## config.mk

```make
export PLATFORM = sky130hd
export DESIGN_NAME = wb_regfile
export DESIGN_NICKNAME = d
export VERILOG_FILES = /design/src/rtl/osiris_pkg.sv /design/src/rtl/wb_result_mux.sv /design/src/rtl/wb_regfile.sv
export SDC_FILE = /design/constraint.sdc
export NUM_CORES = 1
export LEC_CHECK = 0
export BUFFER_PORTS_ARGS = -buffer_cell sky130_fd_sc_hd__buf_4
export CORE_ASPECT_RATIO = 1.5
export CORE_MARGIN = 1
export CORE_UTILIZATION = 60
export DETAILED_ROUTE_END_ITERATION = 16
export PLACE_DENSITY = 0.81
export REMOVE_ABC_BUFFERS = 1
export SYNTH_ARGS = -nofsm -noshare
export SYNTH_HDL_FRONTEND = slang
export SYNTH_SLANG_ARGS = --single-unit
export TNS_END_PERCENT = 1
```

## constraint.sdc

```tcl
create_clock -name clk -period 2.88 [get_ports clk]
set_input_delay 0.288 -clock clk [delete_from_list [all_inputs] [get_ports clk]]
set_output_delay 0.288 -clock clk [all_outputs]
set_load 0.02 [all_outputs]
```

## src/rtl/osiris_pkg.sv

```systemverilog
// Shared definitions for the writeback stage: result-select encodings.
package osiris_pkg;

  typedef enum logic [1:0] {
    RES_ALU = 2'b00,
    RES_MEM = 2'b01,
    RES_PC4 = 2'b10,
    RES_PCT = 2'b11
  } result_src_e;

endpackage

```

## src/rtl/wb_result_mux.sv

```systemverilog
// Writeback result select: picks ALU result, load data, link address or PC target.
module wb_result_mux
  import osiris_pkg::*;
#(
  parameter int DATA_WIDTH = 32
) (
  input  logic [DATA_WIDTH-1:0] i_alu_result,
  input  logic [DATA_WIDTH-1:0] i_read_data,
  input  logic [DATA_WIDTH-1:0] i_pc_plus4,
  input  logic [DATA_WIDTH-1:0] i_pc_target,
  input  logic [1:0]            i_result_src,
  output logic [DATA_WIDTH-1:0] o_result
);

  // Pure combinational decode of the result source; stays live during reset.
  always_comb begin
    o_result = i_alu_result;
    case (result_src_e'(i_result_src))
      RES_ALU: o_result = i_alu_result;
      RES_MEM: o_result = i_read_data;
      RES_PC4: o_result = i_pc_plus4;
      RES_PCT: o_result = i_pc_target;
      default: o_result = i_alu_result;
    endcase
  end

endmodule

```

## src/rtl/wb_regfile.sv

```systemverilog
// Register file with writeback result mux, write-through bypass and a
// committed-write counter. Index 0 is hardwired to zero and has no storage.
module wb_regfile
  import osiris_pkg::*;
#(
  parameter int DATA_WIDTH = 32,
  parameter int REG_WIDTH  = 4
) (
  input  logic                  clk,
  input  logic                  rst_n,
  input  logic [DATA_WIDTH-1:0] i_alu_result_WB,
  input  logic [DATA_WIDTH-1:0] i_read_data_WB,
  input  logic [DATA_WIDTH-1:0] i_pc_plus4_WB,
  input  logic [DATA_WIDTH-1:0] i_pc_target_WB,
  input  logic [REG_WIDTH-1:0]  i_rd_WB,
  input  logic                  i_reg_write_WB,
  input  logic [1:0]            i_result_src_WB,
  input  logic [REG_WIDTH-1:0]  i_rs1_D,
  input  logic [REG_WIDTH-1:0]  i_rs2_D,
  output logic [DATA_WIDTH-1:0] o_rd1_D,
  output logic [DATA_WIDTH-1:0] o_rd2_D,
  output logic [DATA_WIDTH-1:0] o_result_WB,
  output logic [31:0]           o_wb_count
);

  localparam int NREG = 2 ** REG_WIDTH;

  logic [DATA_WIDTH-1:0] regs_q [1:NREG-1];
  logic [31:0]           wb_count_q;
  logic                  commit;

  wb_result_mux #(
    .DATA_WIDTH (DATA_WIDTH)
  ) u_result_mux (
    .i_alu_result (i_alu_result_WB),
    .i_read_data  (i_read_data_WB),
    .i_pc_plus4   (i_pc_plus4_WB),
    .i_pc_target  (i_pc_target_WB),
    .i_result_src (i_result_src_WB),
    .o_result     (o_result_WB)
  );

  // A write commits only out of reset, when enabled, and never to index 0.
  always_comb begin
    commit = rst_n && i_reg_write_WB && (i_rd_WB != '0);
  end

  // Storage and counter; reset clears everything and swallows any pending write.
  always_ff @(posedge clk) begin
    if (!rst_n) begin
      for (int i = 1; i < NREG; i++) begin
        regs_q[i] <= '0;
      end
      wb_count_q <= '0;
    end else begin
      if (commit) begin
        regs_q[i_rd_WB] <= o_result_WB;
      end
      // Counter wraps naturally at 32 bits.
      wb_count_q <= wb_count_q + {31'b0, commit};
    end
  end

  // Read ports: zero for index 0, bypass the in-flight write, else stored value.
  always_comb begin
    o_rd1_D = '0;
    o_rd2_D = '0;
    if (i_rs1_D != '0) begin
      o_rd1_D = (commit && (i_rs1_D == i_rd_WB)) ? o_result_WB : regs_q[i_rs1_D];
    end
    if (i_rs2_D != '0) begin
      o_rd2_D = (commit && (i_rs2_D == i_rd_WB)) ? o_result_WB : regs_q[i_rs2_D];
    end
  end

  assign o_wb_count = wb_count_q;

endmodule
```

# == Word level (Yosys, flattened, before mapping) ==
# Memories as Yosys holds them, arrays and structs flattened.
# Index checks and enable logic that the tools add are counted.
# op_classes
reduce_logical,9
add_sub_neg,1
n_mux,12
eq_ne,5
# op_table
operator,n
32-bit two-way mux,5
32-bit one-hot mux with 4 select lines,1
32-bit by 1-bit adder with 32-bit output,1
32-bit OR reduction,1
4-bit nonzero test,3
4-bit equality test,2
1-bit two-way mux,5
2-bit equality test (second input constant),2
1-bit logical AND,4
4-bit two-way mux,1
2-bit by 1-bit equality test with 1-bit output (second input constant),1
2-bit logical NOT,1
# totals
ram_bits,480
inputBits,145
ff_bits,32
out_inout_bits,128
elab_cells,29
n_memories,1
# mem_list
name,depth,width,rd,rd_ports_with_merged_regs,wr,line_no,source
regs_q,15,32,2,0,15,wb_regfile.sv:28,logic [DATA_WIDTH-1:0] regs_q [1:NREG-1];

# == Longest topological paths before layout ==
# depth
depth_word,7
depth_mapped,9
depth_no_buf,7

# == By module ==
# A second synthesis with hierarchy kept.
# unflattened
hier_cells,2017
hier_area_um2,29978.8
# by_module_without_submodules
module,cells_per_inst,n_inst,seq_area_each_um2,area_each_um2
wb_regfile,1978,1,16015.4,29164.2
wb_result_mux,39,1,0.0,814.5

# == Worst setup path before layout ==
# No wires, ideal clock.
# synth_path
path_type,input -> register
start,input port i_rd_WB[1]
end,"memory regs_q[13][0], enable pin"
path_slack_ps,553
path_buffers,2
cell_stages,5
setup_ps,389
arrival_time_ps,1938
path_cell_list,buf_2 -> nor3b_1 -> nand3_1 -> clkbuf_1 -> nand2_1
# synth_rtl
item,line_no,source
"start, declared",wb_regfile.sv:15,"input logic [REG_WIDTH-1:0] i_rd_WB,"
"end, declared",wb_regfile.sv:28,

==> impl_summary.md <==
Synth
Yosys printed 0 warnings. The number of standard cells after synthesis is 2106. After synthesis, the cell types taking the most area are edfxtp_1 (54%), mux4_2 (20%), nor2_1 (6.5%), a22oi_1 (3.3%), dfxtp_1 (2.2%). The largest total area in the synthesized netlist belongs to edfxtp_1. Synthesis inferred between 500 and 600 register bits. The distinct cell type count of the synthesized netlist is 44. In this run the mean area of a mapped cell was 13.6 um^2.

The number of synthesized flops with an enable pin is 512. The synthesized area is 0.0286 mm^2. The async set-or-reset flop fraction in the synthesized netlist is 0%.

Sequential cells were found to cover between 50% and 60% of the synthesized design area. After synthesis, the largest area contributor takes up 53.7% of total cell area. For this run, the leading register cell type out of synthesis is edfxtp_1.

Worst setup path
Measured in cells, the most critical reg-to-reg path has a length of 4. In this run the critical register-to-register path is captured at o_wb_count[22]$_SDFF_PN0_. The sum of buffers and inverters on the critical path is 1. The startpoint identified for the worst register-to-register timing path is o_wb_count[5]$_SDFF_PN0_.

The cell count along the critical path is 5. In this run the worst setup path terminates at o_rd2_D[24]. Grouping stages by cell kind, the critical path spends the most delay in compound AO/OA/AOI/OAI gates. The highest cell delay on the worst timing path is 0.48 ns.

On the critical path, the stage with the largest delay is an instance of mux4_2. The arrival time reported for the critical path endpoint is 2.45 ns. The worst endpoint required time is 2.59 ns. The worst setup path is captured at an output pin.

The critical path goes through mux4_2, a22oi_1, nand2_1, a22o_1, buf_4. The path type of the worst setup path is reg2out. The largest fanout of any net on the critical path is 2. The setup check on the worst reg-to-reg path leaves a slack of 0.68 ns. STA classifies the critical path startpoint as a flop. The critical path starts at regs_q[12][24]$_SDFFCE_PN0P_.

Pwr
For this design the static power due to leakage is 12.8 nW. The post-layout total power is 19.2 mW. The power density of the placed cells is 571 mW/mm^2. The worst voltage drop across the vdd grid is 0.456 mV.

Timing
Setup violations remaining at the end of the flow were counted as 0. After layout, the minimum clock period comes to 2.74 ns. Setup repair after global routing left no endpoint under its margin. The max-slew violation total from the final report is 0. The worst clock skew is 0.0218 ns. The worst hold margin is 0.177 ns.

The share of the cycle needed by the critical path after routing is 95.0%. Static timing analysis puts the maximum clock frequency at 0.365 GHz. The worst slew margin relative to its limit is 51.3%. The pin slew with the least headroom to its limit is about 0.73 ns.

Setup slack on the critical path of the routed design comes to 0.143 ns. The final count of hold timing violations was 0. The aggregate negative setup slack is 0 ns.

Place
Port buffering added around 270 buffers. Detailed placement finished with a half-perimeter wire length of 54.2 mm. Before CTS, the worst setup slack after placement is 0.230 ns. The routability-driven placement congestion ratio is 0.851.

In this run, placement finished with an instance count of 2930. The placed instances occupy a cell area of 0.0320 mm^2.

Die
Once the floorplan was initialized, standard cells occupied 61.1% of the core. The die covers about 0.049 mm^2. The total area inside the core boundary comes to 0.0468 mm^2.

The placement row count is 97. The height of the die is 270 um. The count of boundary I/O pins is around 270. The die span in x is roughly 180 um.

Clock tree
The clock passes through at most 3 buffers. The TritonCTS sink count is 544. The number of CTS-inserted buffers is 51.

The buffer cell driving the clock tree root is clkbuf_16. The number of cells upsized or downsized after cts is 0. The total of hold buffers inserted after clock tree synthesis is 0. The H-tree depth is 2. The clock-pin slew of the registers on the worst-case setup and hold paths is 0.06 ns. TritonCTS built the clock tree. The clock reaches the later pin of the worst-skew pair after 0.60 ns. Post-CTS timing repair inserted 0 buffers for setup.

Drt
In the routed layout, each cell is associated on average with a via count of between 7 and 8. In this run, the number of DRC markers left after iteration 0 of detailed routing was between 3000 and 4000. The number of design rule violations left after detail routing is 0. The count of nets left with antenna violations once routing finished came out at 0.

The number of vias in the routed layout is 21700. The routed wire length is roughly 92 mm. Dividing the detail-routed wire length by the instance count gives 30.4 um. The first-pass iteration count of the detailed router is 8.

Global routing
The global-route wire length before repair is approximately 130 mm. Entering global routing, the biggest net connects 57 pins. The total track usage is 37.9%. The initial antenna violation count is 0. The overall overflow remaining after global route is 0. The number of global-route vias before repair is around 23000.

Layout
The number of fill cells in the layout is 2912. The area growth from synthesis to layout is 17.3%. After routing the design area is approximately 0.034 mm^2. In the layout the commonest cells are edfxtp_1 (512), nor2_1 (492), buf_4 (375), mux4_2 (256), nand2_1 (139). The antenna diode instance count is 0. The most common cell after layout, fill and taps aside is edfxtp_1. At the end of the flow, the number of nets in the layout was 2536. Of the cells placed in the final design, the portion with a size suffix greater than 1 is between 30 and 40%. The share of the core filled with cells in the final layout is 71.7%. The final instance count without filler cells is 3024.

Job
The count of maximum capacitance violations is 0.

Hold path
The type of the most critical hold path is in2reg.

Outcome
The flow ran to the end, and the final reports show no timing, DRC or antenna violations.
==> worst min-delay path by stage <==
stage                              start                        end  slack [ns]  cells past startpoint
2_1_floorplan                      rst_n   o_wb_count[0]$_SDFF_PN0_        0.41                      1
3_3_place_gp   o_wb_count[31]$_SDFF_PN0_  o_wb_count[31]$_SDFF_PN0_        0.47                      2
3_5_place_dp   o_wb_count[31]$_SDFF_PN0_  o_wb_count[31]$_SDFF_PN0_        0.47                      2
4_1_cts                i_pc_plus4_WB[16]    regs_q[0][16]$_DFFE_PP_        0.17                      5
5_1_grt                i_pc_plus4_WB[16]    regs_q[0][16]$_DFFE_PP_        0.22                      5
6_report               i_pc_plus4_WB[16]    regs_q[0][16]$_DFFE_PP_        0.18                      5
==> worst reg2reg max path, stage by stage, from the launching register on <==
cell and delay, ns:
dfxtp_1 0.46, and4_1 0.43, nand4_2 0.44, or4_1 0.65, a21oi_1 0.14
==> state kept, by name, summed over array words and instances (netlist names) <==
name	count
regs_q	512
o_wb_count	32
==> final cells by class <==
type,count,area (um^2),share of cell area [%]
Timing Repair Buffer,406,3420,10.2
Clock inverter,24,168,0.499
Tap cell,594,743,2.21
Multi-Input combinational cell,1351,11700,34.8
Inverter,35,131,0.391
Clock buffer,70,1410,4.20
Sequential cell,544,16000,47.7
==> cells by family after synthesis <==
kind of cell             share of synthesized area, %
AND/OR/NAND/NOR                                  10.2
flip-flops                                       55.9
multiplexers                                     22.9
AO/OA/AOI/OAI                                    6.45
buffers and inverters                            3.78
XOR/XNOR                                        0.581
adder cells (fa/ha/maj)                        0.0874
other                                          0.0131
==> synthesized netlist by cell type, types with 6 or more instances <==
| master | count |
|---|---|
| edfxtp_1 | 512 |
| and2_1 | 6 |
| mux2_2 | 32 |
| mux2i_1 | 44 |
| nor4_1 | 9 |
| buf_6 | 9 |
| nand2_1 | 141 |
| nor2b_1 | 6 |
| mux4_2 | 256 |
| o21ai_1 | 32 |
| buf_1 | 15 |
| xor2_1 | 17 |
| a22o_1 | 64 |
| inv_1 | 34 |
| a22oi_1 | 124 |
| nor2_1 | 494 |
| buf_2 | 71 |
| dfxtp_1 | 32 |
| nand2b_1 | 9 |
| nand4_1 | 8 |
| a21oi_1 | 8 |
| clkbuf_1 | 107 |
| nand3_1 | 15 |
==> metal layers <==
layer	GRT usage (%)	vias up	part of all wire [%]
li1	-	8602	-
met1	41.9	10500	29
met3	10.3	526	13
met2	63.3	2005	49
met5	0	-	0
met4	27.1	0	8.0
==> report_power, final <==
group	switching, mW	total [mW]	internal, mW
registers	0.267	9.39	9.12
clock network	2.96	6.56	3.60
logic	1.77	3.23	1.46
Note: power is estimated with default switching activity, not from simulation.
